File: config.mk
export PLATFORM = sky130hd
export DESIGN_NAME = muldiv_ctrl
export DESIGN_NICKNAME = d
export VERILOG_FILES = /design/src/rtl/muldiv_ctrl.sv
export SDC_FILE = /design/constraint.sdc
export NUM_CORES = 1
export LEC_CHECK = 0
export BUFFER_PORTS_ARGS = -buffer_cell sky130_fd_sc_hd__buf_2
export CAP_MARGIN = 20
export CORE_AREA = 2 2 180 182
export DETAILED_ROUTE_END_ITERATION = 6
export DIE_AREA = 0 0 182 184
export GPL_ROUTABILITY_DRIVEN = 0
export GPL_TIMING_DRIVEN = 0
export PLACE_DENSITY_LB_ADDON = 0.2
export SETUP_SLACK_MARGIN = 0.1
export SKIP_CTS_REPAIR_TIMING = 1
export SLEW_MARGIN = 10
export SYNTH_ARGS = -nofsm -noshare
export SYNTH_HDL_FRONTEND = slang
export SYNTH_SLANG_ARGS = --single-unit
File: constraint.sdc
create_clock -name clk -period 6.1 [get_ports clk]
set_input_delay 1.22 -clock clk [delete_from_list [all_inputs] [get_ports clk]]
set_output_delay 1.22 -clock clk [all_outputs]
set_load 0.05 [all_outputs]
File: src/rtl/muldiv_ctrl.sv
// muldiv_ctrl: iterative MULT/MULTU/DIV/DIVU unit owning the architectural HI/LO pair.
// Shift-add multiply and restoring divide, WIDTH iterations each plus one sign-fixup cycle.
// Optional divider datapath and DIV state enabled by defining MULDIV_DIV_EN; without it,
// DIV/DIVU requests complete immediately with err set.

module muldiv_ctrl #(
  parameter int unsigned WIDTH = 32
) (
  input  logic             clk,
  input  logic             rst_b,
  input  logic             start,
  input  logic [1:0]       op,
  input  logic [WIDTH-1:0] a,
  input  logic [WIDTH-1:0] b,
  input  logic             flush,
  output logic             busy,
  output logic             done,
  output logic             err,
  output logic [WIDTH-1:0] hi,
  output logic [WIDTH-1:0] lo
);

  localparam int unsigned CntW = $clog2(WIDTH + 1);
  localparam int unsigned AccW = 2 * WIDTH;

  typedef enum logic [2:0] {
    IDLE  = 3'd0,
    MUL   = 3'd1,
`ifdef MULDIV_DIV_EN
    DIV   = 3'd2,
`endif
    FIXUP = 3'd3,
    DONE  = 3'd4
  } stateT;

  stateT              state;
  logic [AccW-1:0]    acc;
  logic [WIDTH-1:0]   opB;
  logic [CntW-1:0]    cnt;
  logic               negRes;

  logic               opSigned;
  logic               aNeg;
  logic               bNeg;
  logic [WIDTH-1:0]   aAbs;
  logic [WIDTH-1:0]   bAbs;
  logic [WIDTH:0]     mulSum;
  logic [AccW-1:0]    mulNext;
  logic [AccW-1:0]    prodFix;

`ifdef MULDIV_DIV_EN
  logic               isDiv;
  logic               negRem;
  logic [WIDTH:0]     remTrial;
  logic               qBit;
  logic [WIDTH-1:0]   remNext;
  logic [WIDTH-1:0]   quotFix;
  logic [WIDTH-1:0]   remFix;
`endif

  // Operand magnitudes, one multiply/divide step, and final sign correction
  always_comb begin
    opSigned = ~op[0];
    aNeg     = opSigned & a[WIDTH-1];
    bNeg     = opSigned & b[WIDTH-1];
    aAbs     = aNeg ? -a : a;
    bAbs     = bNeg ? -b : b;
    // carry out of the upper half lands in the top bit after the right shift
    mulSum   = {1'b0, acc[AccW-1:WIDTH]} + {1'b0, opB};
    mulNext  = acc[0] ? {mulSum, acc[WIDTH-1:1]} : {1'b0, acc[AccW-1:1]};
    prodFix  = negRes ? -acc : acc;
`ifdef MULDIV_DIV_EN
    // acc = {remainder, dividend/quotient}; trial-subtract the shifted-in remainder
    remTrial = acc[AccW-1:WIDTH-1] - {1'b0, opB};
    qBit     = ~remTrial[WIDTH];
    remNext  = qBit ? remTrial[WIDTH-1:0] : acc[AccW-2:WIDTH-1];
    quotFix  = negRes ? -acc[WIDTH-1:0] : acc[WIDTH-1:0];
    remFix   = negRem ? -acc[AccW-1:WIDTH] : acc[AccW-1:WIDTH];
`endif
  end

  // Control FSM, iteration datapath and registered outputs
  always_ff @(posedge clk or negedge rst_b) begin
    if (!rst_b) begin
      state  <= IDLE;
      busy   <= 1'b0;
      done   <= 1'b0;
      err    <= 1'b0;
      hi     <= '0;
      lo     <= '0;
      acc    <= '0;
      opB    <= '0;
      cnt    <= '0;
      negRes <= 1'b0;
`ifdef MULDIV_DIV_EN
      isDiv  <= 1'b0;
      negRem <= 1'b0;
`endif
    end else if (flush) begin
      state <= IDLE;
      busy  <= 1'b0;
      done  <= 1'b0;
    end else begin
      case (state)
        IDLE: begin
          done <= 1'b0;
          if (start) begin
            if (op[1]) begin
`ifdef MULDIV_DIV_EN
              if (b == WIDTH'(0)) begin
                state <= DONE;
                done  <= 1'b1;
                err   <= 1'b1;
              end else begin
                state  <= DIV;
                busy   <= 1'b1;
                err    <= 1'b0;
                acc    <= {{WIDTH{1'b0}}, aAbs};
                opB    <= bAbs;
                cnt    <= '0;
                isDiv  <= 1'b1;
                negRes <= aNeg ^ bNeg;
                negRem <= aNeg;
              end
`else
              state <= DONE;
              done  <= 1'b1;
              err   <= 1'b1;
`endif
            end else begin
              state  <= MUL;
              busy   <= 1'b1;
              err    <= 1'b0;
              acc    <= {{WIDTH{1'b0}}, bAbs};
              opB    <= aAbs;
              cnt    <= '0;
              negRes <= aNeg ^ bNeg;
`ifdef MULDIV_DIV_EN
              isDiv  <= 1'b0;
              negRem <= 1'b0;
`endif
            end
          end
        end
        MUL: begin
          acc <= mulNext;
          cnt <= cnt + CntW'(1);
          if (cnt == CntW'(WIDTH - 1)) state <= FIXUP;
        end
`ifdef MULDIV_DIV_EN
        DIV: begin
          acc <= {remNext, acc[WIDTH-2:0], qBit};
          cnt <= cnt + CntW'(1);
          if (cnt == CntW'(WIDTH - 1)) state <= FIXUP;
        end
`endif
        FIXUP: begin
`ifdef MULDIV_DIV_EN
          if (isDiv) begin
            hi <= remFix;
            lo <= quotFix;
          end else begin
            hi <= prodFix[AccW-1:WIDTH];
            lo <= prodFix[WIDTH-1:0];
          end
`else
          hi <= prodFix[AccW-1:WIDTH];
          lo <= prodFix[WIDTH-1:0];
`endif
          state <= DONE;
          busy  <= 1'b0;
          done  <= 1'b1;
        end
        DONE: begin
          state <= IDLE;
          done  <= 1'b0;
        end
        default: begin
          state <= IDLE;
          busy  <= 1'b0;
          done  <= 1'b0;
        end
      endcase
    end
  end

endmodule

==> results of run 1 <==
area by class of cell:
| cell class | instances | area [sq um] |
|---|---|---|
| buffer | 71 | 271.5 |
| clock buffer | 17 | 425.4 |
| clock inverter | 15 | 203.9 |
| fill | 3217 | 18550 |
| inverter | 25 | 93.84 |
| multi-input combinational | 999 | 6270 |
| sequential | 173 | 4329 |
| tap | 402 | 503.0 |
| timing repair buffer | 138 | 745.7 |
worst paths after layout:
check | start | end | cells past startpoint
worst max-delay path | b[7] | acc[27]$_DFFE_PN0P_ | 8
worst min-delay path | cnt[5]$_DFFE_PN0P_ | state[1]$_DFFE_PN0P_ | 1
worst max register to register | acc[4]$_DFFE_PN0P_ | hi[27]$_DFFE_PN0P_ | 8
worst min register to register | cnt[5]$_DFFE_PN0P_ | state[1]$_DFFE_PN0P_ | 1
max in group asynchronous | rst_b | opB[28]$_DFFE_PN0P_ | 3
min in group asynchronous | rst_b | lo[24]$_DFFE_PN0P_ | 1
registers in the layout (all words and copies together) (netlist names):
signal	cells
err	1
acc	64
busy	1
done	1
hi	32
state	3
lo	32
cnt	6
negRes	1
opB	32
Yosys cell counts, types with 24 or more instances:
cell / count
xor2_1: 102
ha_1: 36
a22oi_1: 49
nand2_1: 174
o21ai_0: 210
clkbuf_1: 63
dfrtp_1: 173
nor2_1: 58
xnor2_1: 40
o31ai_1: 35
a21oi_1: 69
inv_1: 24
power groups by stage:
stage	logic [uW]	clock network [uW]	registers, uW
finish	1490	1180	1600
global route	1680	1250	1640
CTS	1490	1200	1600
detailed placement	1490	0	1620
global placement	1470	0	1610
floorplan	1090	0	1530
per-stage QoR:
stage          setup WS, ps  instances  hold WS, ps  power, uW  util (%)
5_1_grt                2153       1840        480.8       4563     40.91
2_1_floorplan          2513       1268        417.4       2619         -
6_report               2323       1840        447.0       4276     40.91
4_1_cts                2403       1840        453.6       4286     40.91
3_3_place_gp          899.9       1806        431.8       3081     38.70
3_5_place_dp           1936       1808        445.8       3104     38.90
critical path: stages:
cell     delay (ps)
buf_2           120
or4_1           570
nor4_1          560
nand2_1         340
nor4_1          780
a21oi_1         190
xnor2_1         200
o21ai_0         100
cells in the final DEF, fill, tap and decap left out, drive strengths merged, types with 4 or more instances in the layout:
cell type and n:
o21ai 213, nand2 174, dfrtp 173, buf 145, xor2 102, clkbuf 81
a21oi 69, nor2 58, a22oi 49, xnor2 40, ha 36, o31ai 36
inv 30, o41ai 20, or4 20, nor3 16, a21o 15, or3 15
nor4 15, nand3 14, a211oi 11, nand4 11, nor2b 9, nand2b 7
mux2i 7, o21a 6, o21bai 6, nor3b 4, a31oi 4, a21boi 4
clkinv 4
routing by layer:
metal,vias to the layer above,global-route usage [%]
met4,0,5.774
li1,4942,-
met2,271,32.50
met5,-,0
met3,37,3.071
met1,4658,27.67
cells by family (layout without fill, tap and decap cells):
logic type | count (synthesis) | after routing | share of synthesized area, %
AO/OA/AOI/OAI | 454 | 454 | 25.29
AND/OR/NAND/NOR | 359 | 359 | 15.62
flip-flops | 173 | 173 | 39.48
XOR/XNOR | 142 | 142 | 11.34
buffers and inverters | 96 | 266 | 3.332
adder cells (fa/ha/maj) | 37 | 37 | 4.291
multiplexers | 7 | 7 | 0.6391
==> metrics.yaml, run 1 <==
outcome: "finished, final reports clean"
hold_violations: 0
leakagePower_uw: 0.005656
wl_met1_mm: 15.71
avgSynthCellArea_sq_um: 8.647
yosysSeqAreaShare_pct: 39.48
clock-sinks: 173
required_ps: 6410
ys_ff_latch: 173
cts_tree: "yes"
floorplan.initialDensity_pct: 34.93
synth.distinct_cells: 62
worstMarginPinSlew_ps: 1057
max_slew_margin_pct: 29.27
syn_area_sq_um: 10960
drc: 0
synthArstFlopShare_pct: 100.0
grt_max_degree: 75
power_density_nw_per_um2: 332.9
synth_warnings: 0
synth_edf_count: 0
seqPwrFrac_pct: 37.5
yosysTopAreaCell: "dfrtp_1"
drt_iter0_drc: 628
syn_to_final_growth_pct: 17.13
grt_overflow: 0
min_path_type: "reg -> reg"
crit_path_max_fanout: 6
finClkSkew_ps: 9.799
synth_area_leaders: "dfrtp_1 39%, o21ai_0 9.6%, xor2_1 8.1%"
antenna_left: 0
clk_pin_slew_worst_paths_ps: 70
core_area_sq_um: 31390
tns_ps: 0
ff2ff_setup_slack_ps: 2690
pin_count: 137
synth_top_area_share_pct: 39.48
top_layer: "met4"
fin_crit_sh_pct: 61.91
viasPerCell: 5.385
antenna_found_initial: 0
combinationalPowerShare_pct: 34.9
drive_gt1_share_pct: 13.07
synthesis.nets: 1375
drv_cap: 0
setup_viol: 0
wl_per_cell_um: 18.02
wl_mm: 33.16
hpwl_mm: 26.11
p_int_uw: 2578
n_antenna_cell: 0
die-area_sq_um: 33490
cp-start-kind: "input port"
clockRootBuffer: "clkbuf_16"
clk_path_buf_depth: 2
end_kind: "flip-flop"
ys.flop_type: "dfrtp_1"
min_period_ps: 3777
place_area_sq_um: 12210
grt_pass1_vias: 9548
io_buffers: 136
clk_latency_ps: 450
max_freq_mhz: 264.8
num_rows: 65
firstDrtPassIters: 6
worstSetupPathType: "in -> reg"
post-route-cell-area_sq_um: 12840
cp.arrival_ps: 4090
gr-usage-all-layers_pct: 20.02
via_count: 9908
cts_htree_levels: 4
wl_met2_mm: 15.13
layout.nets: 1532
p_sw_uw: 1697
fp.dieH_um: 184
die_w_um: 182
netlist_instances: 1268
ir_worst_vdd_mv: 0.2146
grt_pass1_wl_mm: 52.52
clock_power_share_pct: 27.6
rsz0062_at_grt: "false"
switching_share_pct: 39.70
wl_met3_mm: 1.703
final_max_slew_viol_count: 0
cts_buffers: 17
Power figures use the tool's default switching activity.
==> run 2: changes to the inputs <==
==> constraint.sdc (replaced) <==
create_clock -name clk -period 3.3 [get_ports clk]
set_input_delay 0.66 -clock clk [delete_from_list [all_inputs] [get_ports clk]]
set_output_delay 0.66 -clock clk [all_outputs]
set_load 0.05 [all_outputs]
==> metrics.yaml, run 2 (same netlist as run 1, synthesis figures left out) <==
multiInputGateArea_sq_um: 6306  # +0.58%
hold_violations: 0  # unchanged
seqPwrFrac_pct: 37.4  # about the same
cp.arrival_ps: 3430  # -660 ps
die_w_um: 182  # unchanged
cp-start-kind: "flip-flop"
rr_worst_depth: 8  # unchanged
min_period_ps: 3111
worstMarginPinSlew_ps: 1106  # +48.95 ps
pin_count: 137  # unchanged
max_freq_mhz: 321.4
min_path_type: "in -> async"
viasPerCell: 5.418  # +0.62%
grt_max_degree: 75  # unchanged
n_antenna_cell: 0  # unchanged
cts_buffers: 17  # unchanged
core_area_sq_um: 31390  # unchanged
regMostFlops: "acc"
largest_reg_flops: 64  # unchanged
drv_cap: 0  # unchanged
gr-usage-all-layers_pct: 20.02  # unchanged
total_power_uw: 7923  # +85%
clk_path_buf_depth: 2  # unchanged
finClkSkew_ps: 13.26  # +3.460 ps
cts_tree: "yes"
drt_iter0_drc: 610  # -2.9%
critPathSlowestCell: "or4_4"
drc: 0  # unchanged
setup_viol: 0  # unchanged
reg2reg_to: "hi[31]$_DFFE_PN0P_"
end_kind: "flip-flop"
r2r_start: "acc[51]$_DFFE_PN0P_"
hpwl_mm: 26.11  # unchanged
leakagePower_uw: 0.005662  # about the same
firstDrtPassIters: 7  # +1
antenna_found_initial: 0  # unchanged
combinationalPowerShare_pct: 35.1  # +0.2 points
wl_mm: 33.25  # +0.29%
fin_crit_sh_pct: 94.29
fp.dieH_um: 184  # unchanged
ff2ff_setup_slack_ps: 190  # -2500 ps
dp.cells: 1808  # unchanged
final_cells: 1840  # unchanged
clock-sinks: 173  # unchanged
max_slew_margin_pct: 25.99  # -3.3 points
layout_commonest_cell: "o21ai_0"
cts_htree_levels: 4  # unchanged
power_density_nw_per_um2: 615.1  # +85%
grt_pass1_wl_mm: 52.52  # unchanged
ir_worst_vdd_mv: 0.3944  # +84%
clk_latency_ps: 450  # about the same
syn_to_final_growth_pct: 17.48
clockRootBuffer: "clkbuf_16"
required_ps: 3620  # -2790 ps
worstSetupPathType: "reg -> reg"
grt_pass1_vias: 9548  # unchanged
layout.nets: 1532  # unchanged
wl_per_cell_um: 18.07  # +0.29%
fillers: 3216  # -0.031%
die-area_sq_um: 33490  # unchanged
clk_pin_slew_worst_paths_ps: 80  # about the same
num_rows: 65  # unchanged
max_stage_delay_ps: 570  # -210 ps
via_count: 9969  # +0.62%
final_max_slew_viol_count: 0  # unchanged
layout_common_cells: "210 x o21ai_0, 174 x nand2_1, 172 x dfrtp_1"
switching_share_pct: 39.80  # +0.098 points
grt_overflow: 0  # unchanged
p_sw_uw: 3153  # +86%
antenna_left: 0  # unchanged
crit_path_cell_trace: "or4_4 -> or3_1 -> clkbuf_2 -> or4_4 -> or3_1 -> o31ai_2 -> xor2_1 -> o21ai_0"
drive_gt1_share_pct: 13.63  # +0.56 points
floorplan.initialDensity_pct: 34.93  # unchanged
clock_power_share_pct: 27.5  # about the same
seq_area_sq_um: 4330  # about the same
crit_path_max_fanout: 7  # +1
p_int_uw: 4770  # +85%
io_buffers: 136  # unchanged
rsz0062_at_grt: "false"
outcome: "finished, final reports clean"
-- run 2: cell counts in the layout (fill, tap and decap cells not counted) --
Identical to the previous run, type by type.
-- run 2: power groups by stage --
| stage | Combinational [uW] | Sequential [uW] | Clock, uW |
|---|---|---|---|
| detailed placement | 2750 | 2990 | 0 |
| global route | 3120 | 3030 | 2300 |
| global placement | 2710 | 2980 | 0 |
| floorplan | 2020 | 2820 | 0 |
| CTS | 2760 | 2950 | 2210 |
| finish | 2780 | 2970 | 2180 |
-- run 2: final cells by class --
type / instances / share of cell area, %
sequential: 173 / 33.62
buffer: 71 / 2.118
clock buffer: 17 / 3.303
clock inverter: 15 / 1.583
tap: 402 / 3.905
timing repair buffer: 138 / 5.789
inverter: 25 / 0.7285
multi-input combinational: 999 / 48.96
-- run 2: worst max path at each step --
| stage | start | end | depth (start not counted) |
|---|---|---|---|
| 3_5_place_dp | start | negRes$_DFFE_PN0P_ | 9 |
| 3_3_place_gp | rst_b | opB[28]$_DFFE_PN0P_ | 1 |
| 6_report | acc[51]$_DFFE_PN0P_ | hi[31]$_DFFE_PN0P_ | 8 |
| 5_1_grt | acc[32]$_DFFE_PN0P_ | acc[61]$_DFFE_PN0P_ | 10 |
| 2_1_floorplan | a[16] | opB[29]$_DFFE_PN0P_ | 7 |
| 4_1_cts | acc[4]$_DFFE_PN0P_ | hi[27]$_DFFE_PN0P_ | 8 |
-- run 2: stage by stage --
| step | hold WS, ps | area [sq um] | TNS (ps) | utilization (%) | setup slack, ps |
|---|---|---|---|---|---|
| floorplan | 364.4 | 10960 | 0 | - | 273.1 |
| global placement | 431.8 | 12150 | -232540 | 38.70 | -1340 |
| detailed placement | 445.8 | 12210 | -4405 | 38.90 | -304.3 |
| CTS | 95.08 | 12840 | -145.8 | 40.91 | -115.3 |
| global route | 113.7 | 12880 | 0 | 41.03 | 48.44 |
| finish | 88.44 | 12880 | 0 | 41.03 | 188.6 |
-- run 2: layer usage --
metal,GRT usage [%],routed length [um],vias to the layer above
met2,32.50,15150,288
met1,27.67,15730,4695
met4,5.774,612,0
met5,0,0,-
met3,3.071,1761,45
li1,-,-,4941
-- run 2: worst max-delay path, delay by kind of cell (launching register included) --
family                    cells  cell delay (ps)
and+or+nand+nor               4             1730
xor gates and xnor gates      1              310
buffers and inverters         1              170
AOI/OAI and AO/OA             2              330
DFF                           1              460
==> run 3: changes to the inputs <==
==> constraint.sdc (replaced) <==
create_clock -name clk -period 2.7 [get_ports clk]
set_input_delay 0.54 -clock clk [delete_from_list [all_inputs] [get_ports clk]]
set_output_delay 0.54 -clock clk [all_outputs]
set_load 0.05 [all_outputs]
==> metrics.yaml, run 3 (same netlist as run 1, synthesis figures left out) <==
outcome: "finished with violations"
violations: "setup timing"
worstSetupPathType: "reg -> reg"
setup_viol: 4  # +4
n_antenna_cell: 0  # unchanged
num_rows: 65  # unchanged
firstDrtPassIters: 5  # -2
grt_pass1_vias: 9607  # +0.62%
worstMarginPinSlew_ps: 963.2  # -142.9 ps
wl_mm: 33.70  # +1.4%
antenna_left: 0  # unchanged
max_stage_delay_ps: 550  # -20 ps
core_area_sq_um: 31390  # unchanged
max_freq_mhz: 345.3  # +7.4%
regMostFlops: "acc"
clk_pin_slew_worst_paths_ps: 70  # about the same
antenna_found_initial: 0  # unchanged
finClkSkew_ps: 13.86  # +0.6039 ps
required_ps: 3020  # -600 ps
fin_crit_sh_pct: 107.3  # +13 points
drt_iter0_drc: 642  # +5.2%
crit_path_max_fanout: 4  # -3
final_cells: 1863  # +1.3%
die_w_um: 182  # unchanged
min_path_type: "in -> async"
cts_tree: "yes"
cp.arrival_ps: 3210  # -220 ps
clock-sinks: 173  # unchanged
layout.nets: 1555  # +1.5%
max_slew_margin_pct: 35.79  # +9.8 points
leakagePower_uw: 0.005870  # +3.7%
cts_htree_levels: 4  # unchanged
drive_gt1_share_pct: 21.70  # +8.1 points
worst-path-buf-inv: 1  # unchanged
hold_violations: 0  # unchanged
gr-usage-all-layers_pct: 19.86  # -0.16 points
die-area_sq_um: 33490  # unchanged
final_max_slew_viol_count: 0  # unchanged
drc: 0  # unchanged
wl_per_cell_um: 18.09  # about the same
crit_path_cell_trace: "or4_4 -> or3_4 -> buf_6 -> or4_4 -> or3_4 -> o31ai_4 -> xor2_2 -> o21ai_1"
layout_setup_ws_ps: -195.9  # -384.4 ps
cp-start-kind: "flip-flop"
power_density_nw_per_um2: 755.6  # +23%
floorplan.initialDensity_pct: 34.93  # unchanged
pin_count: 137  # unchanged
rsz0062_at_grt: "true"
dp.cells: 1807  # -0.055%
crit_family: "simple AND/OR/NAND/NOR gates"
drv_cap: 0  # unchanged
layout_common_cells: "190 x o21ai_0, 172 x nand2_1, 158 x dfrtp_1"
end_kind: "flip-flop"
grt_max_degree: 88  # +17%
fp.dieH_um: 184  # unchanged
clk_path_buf_depth: 2  # unchanged
min_period_ps: 2896  # -215.6 ps
io_buffers: 136  # unchanged
cts_buffers: 17  # unchanged
hpwl_mm: 25.64  # -1.8%
ir_worst_vdd_mv: 0.4761  # +21%
grt_pass1_wl_mm: 52.33  # -0.37%
syn_to_final_growth_pct: 24.64
clockRootBuffer: "clkbuf_16"
critPathSlowestCell: "or4_4"
via_count: 10040  # +0.70%
layout_commonest_cell: "o21ai_0"
clk_latency_ps: 450  # about the same
largest_reg_flops: 64  # unchanged
grt_overflow: 0  # unchanged
tns_ps: -374.4  # -374.4 ps
viasPerCell: 5.389  # -0.54%
## run 3: where the power goes
part	leakage [uW]	total [uW]	internal (uW)	switching [uW]
Clock	0.000301	2640	1490	1150
Combinational	0.00330	4010	1710	2300
Sequential	0.00227	3680	3010	664
## run 3: cell type report
type                            count  area (sq um)
Clock buffer                       17         425.4
Timing Repair Buffer              164         937.1
Multi-Input combinational cell    999          6854
Tap cell                          402         503.0
Buffer                             68         295.3
Inverter                           25         97.59
Sequential cell                   173          4348
Fill cell                        3177         17730
Clock inverter                     15         205.2
## run 3: path summary, 6_finish.rpt
check	to	slack (ps)	depth (start not counted)	from
hold / removal	lo[24]$_DFFE_PN0P_	90	1	rst_b
setup reg to reg	hi[31]$_DFFE_PN0P_	-200	8	acc[51]$_DFFE_PN0P_
setup / recovery	hi[31]$_DFFE_PN0P_	-200	8	acc[51]$_DFFE_PN0P_
min in group clk	busy$_DFFE_PN0P_	280	2	flush
max in group asynchronous	acc[49]$_DFFE_PN0P_	1690	2	rst_b
hold reg to reg	state[1]$_DFFE_PN0P_	450	1	cnt[5]$_DFFE_PN0P_
## run 3: metrics by stage
| stage | instance area (sq um) | setup slack (ps) | total power [uW] | utilization (%) | hold WS [ps] |
|---|---|---|---|---|---|
| global route | 13670 | -256.1 | 10980 | 43.53 | 142.6 |
| floorplan | 10990 | -206.5 | 5939 | - | 244.4 |
| global placement | 12180 | -1791 | 6983 | 38.79 | 435.1 |
| finish | 13670 | -195.9 | 10330 | 43.53 | 88.87 |
| detailed placement | 12220 | -820.6 | 7022 | 38.91 | 440.0 |
| CTS | 12850 | -677.7 | 9680 | 40.92 | 104.2 |
## run 3: per-layer routing
metal / share of wire, % / track usage (%) / vias to the layer above / routed length, um
met5: 0 / 0 / - / 0
met4: 2.0 / 6.355 / 0 / 677
met3: 4.9 / 3.130 / 40 / 1648
met2: 46 / 32.00 / 256 / 15460
met1: 47 / 27.35 / 4770 / 15910
li1: - / - / 4973 / -
